## config.mk

```make
export PLATFORM = sky130hd
export DESIGN_NAME = wtb_poly_synthesis
export DESIGN_NICKNAME = d
export VERILOG_FILES = /design/src/rtl/wtb_poly_synthesis.sv
export SDC_FILE = /design/constraint.sdc
export NUM_CORES = 1
export LEC_CHECK = 0
export ABC_AREA = 0
export BUFFER_PORTS_ARGS = -buffer_cell sky130_fd_sc_hd__buf_2
export CORE_AREA = 5 5 254 194
export CTS_CLUSTER_DIAMETER = 150
export DETAILED_ROUTE_END_ITERATION = 7
export DIE_AREA = 0 0 259 199
export MAX_ROUTING_LAYER = met4
export PLACE_DENSITY_LB_ADDON = 0.15
export SKIP_CTS_REPAIR_TIMING = 1
export SLEW_MARGIN = 20
export SYNTH_ARGS = -nofsm -noshare
export SYNTH_HDL_FRONTEND = slang
export SYNTH_SLANG_ARGS = --single-unit
```

## constraint.sdc

```tcl
create_clock -name clk -period 8.65 [get_ports clk]
set_input_delay 1.2975 -clock clk [delete_from_list [all_inputs] [get_ports clk]]
set_output_delay 1.2975 -clock clk [all_outputs]
set_load 0.03 [all_outputs]
```

## src/rtl/wtb_poly_synthesis.sv

```systemverilog
// Polyphonic wavetable voice engine: note allocation with retrigger/steal, per-voice
// phase accumulators, one shared time-multiplexed wavetable read port and a voice mixer.
module wtb_poly_synthesis #(
  parameter int VOICES   = 4,
  parameter int PHASE_W  = 16,
  parameter int IDX_W    = 7,
  parameter int SAMPLE_W = 8,
  parameter int MIX_MODE = 0,
  localparam int VB      = $clog2(VOICES)
) (
  input  logic                clk,
  input  logic                rst,
  input  logic                sample_rate,
  output logic                note_ready,
  input  logic                note_on,
  input  logic                note_off,
  input  logic [6:0]          note_num,
  input  logic [6:0]          note_vel,
  input  logic [PHASE_W-1:0]  note_inc,
  input  logic [5:0]          note_prog,
  output logic                note_ack,
  output logic [VB-1:0]       voice_idx,
  output logic [VOICES-1:0]   active,
  output logic                wav_re,
  output logic [5:0]          wav_prog,
  output logic [IDX_W-1:0]    wav_idx,
  input  logic [SAMPLE_W-1:0] wav_data,
  output logic [SAMPLE_W-1:0] sample_out,
  output logic                sample_dv,
  output logic                overrun
);

  typedef enum logic [1:0] {S_IDLE, S_RENDER, S_DRAIN} state_t;

  localparam int ACC_W = SAMPLE_W + VB;
  localparam logic [ACC_W-1:0] SAT_MAX = ACC_W'((1 << SAMPLE_W) - 1);
  localparam logic [VB-1:0]    LAST_SLOT = VB'(VOICES - 1);

  state_t r_state, w_next;

  logic [VOICES-1:0]  r_active;
  logic [PHASE_W-1:0] r_phase [VOICES];
  logic [PHASE_W-1:0] r_inc   [VOICES];
  logic [6:0]         r_vel   [VOICES];
  logic [6:0]         r_note  [VOICES];
  logic [5:0]         r_prog  [VOICES];
  logic [VB-1:0]      r_steal;
  logic [VB-1:0]      r_slot;
  logic [VB-1:0]      r_voice_idx;
  logic               r_note_ack;

  logic               r_p1_vld, r_p1_act, r_p1_last;
  logic [6:0]         r_p1_vel;
  logic               r_p2_vld, r_p2_last;
  logic [SAMPLE_W-1:0] r_scaled;
  logic [ACC_W-1:0]   r_acc;
  logic [SAMPLE_W-1:0] r_sample_out;
  logic               r_sample_dv;

  logic               w_ready, w_on, w_off, w_rd, w_start;
  logic               w_hit, w_free, w_steal;
  logic [VB-1:0]      w_hit_idx, w_free_idx, w_sel;
  logic [SAMPLE_W+6:0] w_prod;
  logic [SAMPLE_W-1:0] w_scaled;
  logic [ACC_W-1:0]   w_acc_next;
  logic [SAMPLE_W-1:0] w_mix;

  // State register
  always_ff @(posedge clk) begin
    if (rst) begin
      r_state <= S_IDLE;
    end else begin
      r_state <= w_next;
    end
  end

  // Next-state logic
  always_comb begin
    w_next = r_state;
    case (r_state)
      S_IDLE:   if (sample_rate) w_next = S_RENDER;
      S_RENDER: if (r_slot == LAST_SLOT) w_next = S_DRAIN;
      S_DRAIN:  if (r_sample_dv) w_next = S_IDLE;
      default:  w_next = S_IDLE;
    endcase
  end

  // Outputs decoded from state and the current render slot
  always_comb begin
    w_ready  = (r_state == S_IDLE) && !sample_rate;
    w_start  = (r_state == S_IDLE) && sample_rate;
    overrun  = sample_rate && (r_state != S_IDLE);
    w_rd     = (r_state == S_RENDER) && r_active[r_slot];
    wav_re   = w_rd;
    wav_prog = '0;
    wav_idx  = '0;
    if (w_rd) begin
      wav_prog = r_prog[r_slot];
      wav_idx  = IDX_W'(r_phase[r_slot] >> (PHASE_W - IDX_W));
    end
  end

  // Voice lookup: lowest-index held match and lowest-index free voice
  always_comb begin
    w_hit      = 1'b0;
    w_hit_idx  = '0;
    w_free     = 1'b0;
    w_free_idx = '0;
    for (int unsigned i = VOICES; i > 0; i--) begin
      if (r_active[i-1] && (r_note[i-1] == note_num)) begin
        w_hit     = 1'b1;
        w_hit_idx = VB'(i - 1);
      end
      if (!r_active[i-1]) begin
        w_free     = 1'b1;
        w_free_idx = VB'(i - 1);
      end
    end
    w_on    = note_on && w_ready;
    w_off   = note_off && w_ready && !note_on;
    w_steal = !w_hit && !w_free;
    w_sel   = w_hit ? w_hit_idx : (w_free ? w_free_idx : r_steal);
  end

  always_ff @(posedge clk) begin
    if (rst) begin
      r_active    <= '0;
      r_steal     <= '0;
      r_voice_idx <= '0;
      r_note_ack  <= 1'b0;
      r_slot      <= '0;
      for (int unsigned i = 0; i < VOICES; i++) begin
        r_phase[i] <= '0;
        r_inc[i]   <= '0;
        r_vel[i]   <= '0;
        r_note[i]  <= '0;
        r_prog[i]  <= '0;
      end
    end else begin
      r_note_ack <= w_on;
      r_slot     <= (r_state == S_RENDER) ? r_slot + 1'b1 : '0;
      if (w_on) begin
        r_active[w_sel] <= 1'b1;
        r_phase[w_sel]  <= '0;
        r_inc[w_sel]    <= note_inc;
        r_vel[w_sel]    <= note_vel;
        r_note[w_sel]   <= note_num;
        r_prog[w_sel]   <= note_prog;
        r_voice_idx     <= w_sel;
        if (w_steal) r_steal <= r_steal + 1'b1;
      end else if (w_off && w_hit) begin
        r_active[w_hit_idx] <= 1'b0;
      end
      // Notes are only accepted in IDLE, so this never races the note load above
      if (w_rd) r_phase[r_slot] <= r_phase[r_slot] + r_inc[r_slot];
    end
  end

  always_comb begin
    w_prod     = wav_data * r_p1_vel;
    w_scaled   = SAMPLE_W'(w_prod >> 7);
    w_acc_next = r_acc + ACC_W'(r_scaled);
    if (MIX_MODE == 0) begin
      w_mix = SAMPLE_W'(w_acc_next >> VB);
    end else begin
      w_mix = (w_acc_next > SAT_MAX) ? '1 : SAMPLE_W'(w_acc_next);
    end
  end

  // Read -> scale -> accumulate pipeline; the final add feeds the mixer directly
  // so sample_dv lands VOICES+3 cycles after the tick.
  always_ff @(posedge clk) begin
    if (rst) begin
      r_p1_vld     <= 1'b0;
      r_p1_act     <= 1'b0;
      r_p1_last    <= 1'b0;
      r_p1_vel     <= '0;
      r_p2_vld     <= 1'b0;
      r_p2_last    <= 1'b0;
      r_scaled     <= '0;
      r_acc        <= '0;
      r_sample_out <= '0;
      r_sample_dv  <= 1'b0;
    end else begin
      r_p1_vld    <= (r_state == S_RENDER);
      r_p1_act    <= w_rd;
      r_p1_last   <= (r_state == S_RENDER) && (r_slot == LAST_SLOT);
      r_p1_vel    <= r_vel[r_slot];
      r_p2_vld    <= r_p1_vld;
      r_p2_last   <= r_p1_last;
      r_scaled    <= r_p1_act ? w_scaled : '0;
      r_sample_dv <= r_p2_vld && r_p2_last;
      if (w_start) begin
        r_acc <= '0;
      end else if (r_p2_vld) begin
        r_acc <= w_acc_next;
      end
      if (r_p2_vld && r_p2_last) r_sample_out <= w_mix;
    end
  end

  assign note_ready = w_ready;
  assign note_ack   = r_note_ack;
  assign voice_idx  = r_voice_idx;
  assign active     = r_active;
  assign sample_out = r_sample_out;
  assign sample_dv  = r_sample_dv;

endmodule
```

==> Word level (Yosys, flattened, before mapping) <==
Memory sizes are Yosys's and may differ from the RTL's. A register that Yosys moved wholly into a read port is not among the register bits.
Cells that the tools add are included.
{ "word_totals": {"out_inout_bits": 32, "memories": 5, "ram_bits": 208, "reg_bits": 45, "word_cells": 141} }
{ "mem_list": {"columns": ["memory", "depth", "word_bits", "read_ports", "rd_ports_with_merged_regs", "write_ports", "line_no", "source"], "rows": [
  ["r_inc", 4, 16, 1, 1, 4, "43", "logic [PHASE_W-1:0] r_inc [VOICES];"],
  ["r_phase", 4, 16, 1, 1, 4, "42", "logic [PHASE_W-1:0] r_phase [VOICES];"],
  ["r_note", 4, 7, 4, 0, 4, "45", "logic [6:0] r_note [VOICES];"],
  ["r_vel", 4, 7, 1, 1, 4, "44", "logic [6:0] r_vel [VOICES];"],
  ["r_prog", 4, 6, 1, 1, 4, "46", "logic [5:0] r_prog [VOICES];"]
]} }
{ "op_classes": {"n_addsub": 4, "magnitude_cmp": 5, "mux": 61, "n_bitwise": 5, "eq_ne": 10, "multipliers": 1, "reduce_logical": 35} }
{ "op_table": {"columns": ["cell", "count"], "rows": [
  ["2-to-1 mux 16 bit", 3],
  ["OR reduction 16 bit", 3],
  ["2-to-1 mux 2 bit", 22],
  ["== test 7 bit", 4],
  ["2-to-1 mux 1 bit", 25],
  ["2-to-1 mux 7 bit", 3],
  ["logical AND 1 bit", 17],
  ["adder 16 bit", 1],
  ["multiplier 8 x 7 -> 15 bit", 1],
  ["OR reduction 7 bit", 2],
  ["2-to-1 mux 6 bit", 2],
  ["adder 10 x 8 -> 10 bit", 1],
  ["less-than comparator 2 x 3 -> 1 bit (second input constant)", 3],
  ["2-to-1 mux 4 bit", 2],
  ["one-hot mux 2 bit (3 select lines)", 1],
  ["OR reduction 2 bit", 3],
  ["OR reduction 6 bit", 1],
  ["adder 2 x 1 -> 2 bit (second input constant)", 2],
  ["bitwise AND 4 bit", 1],
  ["demux 1 bit (select 2 bit)", 2],
  ["== test 2 bit (second input constant)", 2],
  [">= comparator 2 x 1 -> 1 bit (second input constant)", 2],
  ["zero test 1 bit", 4],
  ["!= test 2 bit (second input constant)", 2],
  ["other kinds (10)", 12]
]} }

==> Logic depth before layout (Yosys ltp) <==
Gate-level depths: netlist (run 1).
{ "logic_depth": {"ltp_word": 14, "ltp_mapped": 16} }

==> Worst setup path after synthesis (run 1) <==
No wires, ideal clock.
{ "synth_timing": {"path_type": "input-to-reg", "start": "input wav_data[1]", "end": "register r_scaled[6]", "cell_stages": 14, "path_slack_ns": 3.601, "required_ns": 8.507, "path_buffers": 0, "arrival_ns": 4.906, "path_cell_list": "and2_1 > fa_1 > fa_1 > fa_1 > inv_1 > fa_1 > inv_1 > ha_1 > and3_1 > a21oi_1 > a31oi_2 > a21o_1 > a211oi_1 > a2111oi_0"} }
{ "synth_between": {"elab_chain_len": 1} }
{ "synth_rtl": {"columns": ["element", "line_no", "source"], "rows": [
  ["from (decl)", "27", "input logic [SAMPLE_W-1:0] wav_data,"],
  ["multiplier 8 x 7 -> 15 bit", "160", "w_prod = wav_data * r_p1_vel;"],
  ["to (signal assigned)", "191", "r_scaled <= r_p1_act ? w_scaled : '0;"],
  ["to (decl)", "55", "logic [SAMPLE_W-1:0] r_scaled;"]
]} }
Every way passes these cells.
A chain may end at the register's enable or synchronous reset.

==> Worst setup path after layout (run 1) <==
{ "layout_timing": {"start": "input wav_data[3]", "end": "register r_scaled[6]"} }
The elaborated chain is that of the path after synthesis.

==> metrics.csv, run 1 <==
stage;metric;value;unit
clock_network;clk_latency;560;ps
timing;hold_violations;0;
drt;drc;0;
timing;slew_violations;0;
drt;vias_per_cell;4.63;
logic_synthesis;ys_ff_latch;260;
floorplan;start_util;0.295;
clock_network;cts_buffers;29;
placed_design;dp_hpwl;23300;µm
placed_design;gp_congestion;0.760;
drt;drt_wl_total;35300;µm
clock_network;path_clk_slew;60;ps
clock_network;cts_tree;done;
logic_synthesis;synth_ff_type;edfxtp_1;
global_routing;grt_max_degree;75;
timing;rsz0062_at_grt;false;
logic_synthesis;synth_area_leaders;edfxtp_1 (45%), dfxtp_1 (7.6%), mux4_2 (7.4%);
drt;dr.pass1.iters;5;
final_layout;area_delta_synth_final;14.4;%
logic_synthesis;yosysWarnings;0;
timing;slew-limit-headroom;0.280;
hold_path;hold_class;reg2reg;
clock_network;cts-root-buf;clkbuf_16;
logic_synthesis;synthesis.instances;1091;
placed_design;portBuffers;80;
logic_synthesis;syn_area;13800;µm²
job;cap_violations;0;
clock_network;htreeDepth;1;
logic_synthesis;synth_nets;1225;
timing;fin_tns_setup;0;ps
clock_network;cts.sinks;260;
clock_network;cts.path.max_buffers;3;
floorplan;die_area;51500;µm²
worst_setup_path;reg2regPathDepth;11;
logic_synthesis;synth_edf_count;208;
final_layout;fin_util;0.337;
logic_synthesis;yosys.area.top_type;edfxtp_1;
logic_synthesis;netlist.area_leader.share;0.454;
global_routing;grt_pass1_wl;54400;µm
timing;fmax;202;MHz
timing;finClkSkew;16.3;ps
logic_synthesis;ys_types;65;
timing;finalSetupViolCount;0;
drt;first_iter_violations;518;
worst_setup_path;cp-start-kind;input pin;
run_status;status;completed;
floorplan;core;46700;µm²
global_routing;grt_pass1_vias;8716;
timing;fin_hold_ws;448;ps
worst_setup_path;arrival;5370;ps
drt;dr_total_vias;8445;
final_layout;layout-drive-gt1-share;0.182;
hold_path;hold_depth;1;
floorplan;num_io_pins;81;
timing;finalCritPeriodShare;0.572;
drt;ant_nets;0;
final_layout;fin_nets;1296;
final_layout;fin_cells;1825;
floorplan;core.rowCount;69;
logic_synthesis;synthTopCellsByCount;edfxtp_1 (208), and2_1 (117), nor2_1 (83);
global_routing;track_usage;0.140;
logic_synthesis;synth.yosys.seq_area_share;0.529;
worst_setup_path;crit_type;in2reg;
floorplan;chipHeight;199;µm
logic_synthesis;avgSynthCellArea;12.6;µm²
placed_design;dp_cells;1770;
logic_synthesis;yosysMostFrequentCell;edfxtp_1;
timing;worst_slew_pin_slew;1080;ps
pwr;power-per-cell-area;186;nW/µm²
logic_synthesis;async_flop_share;0;
global_routing;overflow;0;
timing;min_period;4950;ps
pwr;vdd.ir_drop.worst;0.129;mV
worst_setup_path;crit_fanout;7;
global_routing;antenna_found_initial;3;
worst_setup_path;crit_required;9080;ps
pwr;leakage;6.45;nW
worst_setup_path;cp-end-kind;register;
drt;wl_per_cell;19.4;µm
floorplan;die_width;259;µm
pwr;total_power;2.93;mW
==> cell usage in the layout, fill, tap and decap left out, types with 25 or more instances in the layout <==
cell	n
edfxtp_1	208
and2_1	117
nor2_1	82
and3_1	82
buf_2	80
ha_1	55
nand2_1	53
inv_1	50
dfxtp_1	50
mux4_2	45
a21oi_1	30
xnor2_1	30
fa_1	30
clkbuf_16	30
nor2b_1	25
==> metal layers <==
metal / vias up / wire, µm / GRT usage
li1: 4067 / - / -
met1: 4188 / 18600 / 0.212
met2: 145 / 14800 / 0.201
met3: 45 / 1390 / 0.0222
met4: 0 / 561 / 0.0230
met5: - / 0 / -
==> cells by family after synthesis <==
group	after synthesis	synth area share
muxes	57	0.0824
and+or+nand+nor	429	0.175
DFF	260	0.529
xor gates and xnor gates	52	0.0331
adders and majority gates	85	0.0936
AOI/OAI and AO/OA	103	0.0527
buffers and inverters	105	0.0341
==> final cells by class <==
type / count / area [µm²]
diodes: 2 / 5.00
clock buffers: 43 / 830
clock inverters: 10 / 78.8
fillers: 4632 / 31000
inverters: 50 / 188
multi-input cells: 726 / 6030
flip-flops and latches: 260 / 7290
well taps: 639 / 800
repair buffers: 95 / 513
==> registers in the layout, summed over array words and instances (netlist names), 2 cells and up <==
register    flops
r_inc          64
r_phase        64
r_note         28
r_vel          28
r_prog         24
r_acc          10
r_scaled        8
sample_out      8
r_p1_vel        7
active          4
r_slot          2
r_state         2
r_steal         2
voice_idx       2
==> through the flow <==
| step | setup slack (ps) | instance area, µm² |
|---|---|---|
| after floorplan | 3600 | 13800 |
| after global placement | 3220 | 14800 |
| after detailed placement | 3190 | 14800 |
| after CTS | 3720 | 15700 |
| after global routing | 3500 | 15700 |
| final | 3700 | 15700 |
==> final timing paths <==
| path | start | to | slack (ps) |
|---|---|---|---|
| setup / recovery | wav_data[3] | r_scaled[6] | 3700 |
| hold / removal | r_p1_vld | r_p2_vld | 450 |
| setup reg to reg | r_slot[0] | r_phase[1][14] | 3880 |
| hold reg to reg | r_p1_vld | r_p2_vld | 450 |
==> critical path: stages <==
cell and delay (ps):
buf_2 140, and2_1 180, fa_1 530, inv_1 50
fa_1 470, inv_1 50, fa_1 540, inv_1 60
fa_1 530, inv_1 40, ha_1 290, nand3_1 90
a21o_1 210, a31oi_2 300, a21o_1 180, a211oi_1 60
a2111oi_0 340
==> power by group <==
| part | switching, mW | internal (mW) |
|---|---|---|
| clock network | 0.508 | 0.691 |
| registers | 0.0238 | 1.40 |
| logic | 0.187 | 0.124 |
| total | 0.719 | 2.21 |
No activity file was read; power rests on OpenSTA's default activity.
==> run 2: changes to the inputs <==
--- a/config.mk
+++ b/config.mk
@@ -5,12 +5,12 @@
 export SDC_FILE = /design/constraint.sdc
 export NUM_CORES = 1
 export LEC_CHECK = 0
-export ABC_AREA = 0
+export ABC_AREA = 1
 export BUFFER_PORTS_ARGS = -buffer_cell sky130_fd_sc_hd__buf_2
-export CORE_AREA = 5 5 254 194
+export CORE_AREA = 5 5 259 198
 export CTS_CLUSTER_DIAMETER = 150
 export DETAILED_ROUTE_END_ITERATION = 7
-export DIE_AREA = 0 0 259 199
+export DIE_AREA = 0 0 264 203
 export MAX_ROUTING_LAYER = met4
 export PLACE_DENSITY_LB_ADDON = 0.15
 export SKIP_CTS_REPAIR_TIMING = 1
==> constraint.sdc (replaced) <==
create_clock -name clk -period 4.9 [get_ports clk]
set_input_delay 0.735 -clock clk [delete_from_list [all_inputs] [get_ports clk]]
set_output_delay 0.735 -clock clk [all_outputs]
set_load 0.03 [all_outputs]
==> metrics.csv, run 2 <==
stage;metric;value;unit
final_layout;final_cell_mix;nor2_1 (385), nand2_1 (261), inv_1 (226);
worst_setup_path;cp-start-kind;register;
pwr;vdd.ir_drop.worst;0.214;mV
placed_design;dp_cells;2347;
clock_network;cts-root-buf;clkbuf_16;
pwr;total_power;5.74;mW
logic_synthesis;synthesis.instances;1656;
timing;finalCritPeriodShare;0.891;
worst_setup_path;crit_fanout;8;
logic_synthesis;synthTopCellsByCount;nor2_1 (386), nand2_1 (264), inv_1 (226);
logic_synthesis;synth_area_leaders;edfxtp_1 (43%), nor2_1 (10%), dfxtp_1 (7.2%);
clock_network;cts_tree;done;
worst_setup_path;cp_slowest_cell;fa_1;
timing;finalSetupViolCount;0;
worst_setup_path;crit_type;reg2reg;
clock_network;path_clk_slew;60;ps
floorplan;core.rowCount;70;
drt;drc;0;
clock_network;cts_buffers;30;
worst_setup_path;cpPeakStageDelay;560;ps
worst_setup_path;crit_chain;nand2_1 > fa_1 > fa_1 > inv_1 > fa_1 > inv_1 > fa_1 > inv_1 > ha_1 > nand2_1 > inv_1 > a21oi_1 > nand2_1 > nand2_1 > nand2_1 > a21oi_1 > o21ai_0 > a21oi_1;
clock_network;htreeDepth;1;
final_layout;diodes;0;
logic_synthesis;yosysMostFrequentCell;nor2_1;
global_routing;overflow;0;
worst_setup_path;cp-end-kind;register;
drt;dr.pass1.iters;5;
global_routing;grt_max_degree;42;
logic_synthesis;yosys.area.top_type;edfxtp_1;
logic_synthesis;ys_types;43;
logic_synthesis;synth_ff_type;edfxtp_1;
placed_design;portBuffers;80;
hold_path;hold_class;reg2reg;
drt;drt_wl_total;40500;µm
clock_network;cts.path.max_buffers;3;
logic_synthesis;avgSynthCellArea;8.68;µm²
global_routing;grt_pass1_wl;64000;µm
timing;hold_violations;0;
logic_synthesis;synth.yosys.seq_area_share;0.507;
floorplan;die_width;264;µm
placed_design;gp_congestion;0.837;
timing;slew-limit-headroom;0.470;
clock_network;clk_latency;580;ps
floorplan;chipHeight;203;µm
logic_synthesis;synth_edf_count;208;
drt;first_iter_violations;767;
drt;dr_total_vias;10900;
clock_network;cts.sinks;260;
final_layout;layout-drive-gt1-share;0.127;
final_layout;fin_cells;2403;
final_layout;top_regs;r_inc: 64 flops, r_phase: 64 flops;
placed_design;dp_hpwl;27000;µm
logic_synthesis;netlist.area_leader.share;0.435;
final_layout;layout_commonest_cell;nor2_1;
hold_path;hold_depth;2;
timing;min_period;4370;ps
logic_synthesis;syn_area;14400;µm²
floorplan;core;48300;µm²
logic_synthesis;async_flop_share;0;
final_layout;fin_nets;1865;
run_status;status;completed;
global_routing;antenna_found_initial;0;
timing;fmax;229;MHz
global_routing;track_usage;0.154;
floorplan;die_area;53600;µm²
job;cap_violations;0;
timing;worst_slew_pin_slew;792;ps
worst_setup_path;arrival;4870;ps
worst_setup_path;crit_required;5400;ps
floorplan;start_util;0.297;
timing;slew_violations;0;
pwr;power-per-cell-area;347;nW/µm²
drt;vias_per_cell;4.54;
placed_design;dpl_cell_area;15500;µm²
logic_synthesis;ys_ff_latch;260;
drt;wl_per_cell;16.8;µm
floorplan;num_io_pins;81;
drt;ant_nets;0;
logic_synthesis;synth_nets;1790;
pwr;leakage;7.57;nW
global_routing;grt_pass1_vias;10800;
final_layout;area_delta_synth_final;15.0;%
worst_setup_path;crit_path_frequent_cell;nand2_1;
timing;finClkSkew;31.5;ps
timing;fin_tns_setup;0;ps
timing;rsz0062_at_grt;false;
logic_synthesis;yosysWarnings;0;
worst_setup_path;reg2regPathDepth;18;
final_layout;final_cell_area;16500;µm²
run 2: changes by cell type after synthesis, sizes merged, moves of 27 or more:
| cell | before | now |
|---|---|---|
| a21oi | 30 | 72 |
| nand3 | 10 | 37 |
| xnor2 | 30 | 2 |
| nand2 | 53 | 277 |
| nor2 | 94 | 419 |
| o21ai | 16 | 126 |
| and3 | 82 | 0 |
| mux4 | 45 | 0 |
| and2 | 118 | 1 |
| inv | 50 | 237 |
run 2: cell families after synthesis:
kind of cell             synth area share
buffers and inverters              0.0839
AO/OA/AOI/OAI                      0.0950
flip-flops                          0.507
adder cells (fa/ha/maj)            0.0897
XOR/XNOR                          0.00670
AND/OR/NAND/NOR                     0.218
run 2: metal layers:
layer / wire [µm] / track usage / up-vias
li1: - / - / 5485
met1: 21000 / 0.232 / 5205
met2: 17300 / 0.228 / 182
met3: 1540 / 0.0195 / 40
met4: 582 / 0.0227 / 0
met5: 0 / - / -
run 2: path summary, 6_finish.rpt:
check / from / to / slack, ps
min: r_p1_vld / r_p2_vld / 410
min reg2reg: r_p1_vld / r_p2_vld / 410
max reg2reg: r_p1_vel[6] / r_scaled[5] / 530
max: r_p1_vel[6] / r_scaled[5] / 530
run 2: layout make-up:
cell class              count  area [µm²]
multi-input cells        1100        5890
repair buffers            102         578
well taps                 648         811
clock inverters            18         193
inverters                 237         890
clock buffers              38         876
fillers                  5021       31800
flip-flops and latches    260        7290
run 2: through the flow:
step	utilization	hold slack [ps]	setup WS [ps]
global route	0.342	424	127
global placement	0.320	398	238
CTS	0.342	415	546
floorplan	-	388	646
detailed placement	0.320	406	262
finish	0.342	409	532
run 2: critical path, delay by kind of cell (launching register included):
family	cells	cell delay, ps
compound gates	4	580
fa+ha+maj	5	2470
buf+inv	4	220
flops	1	530
simple gates	5	480
run 2: where the power goes:
part	switching [mW]	internal, mW	leakage [nW]
registers	0.0534	2.51	2.57
logic	0.530	0.238	4.47
clock network	0.939	1.47	0.527
total	1.52	4.22	7.57
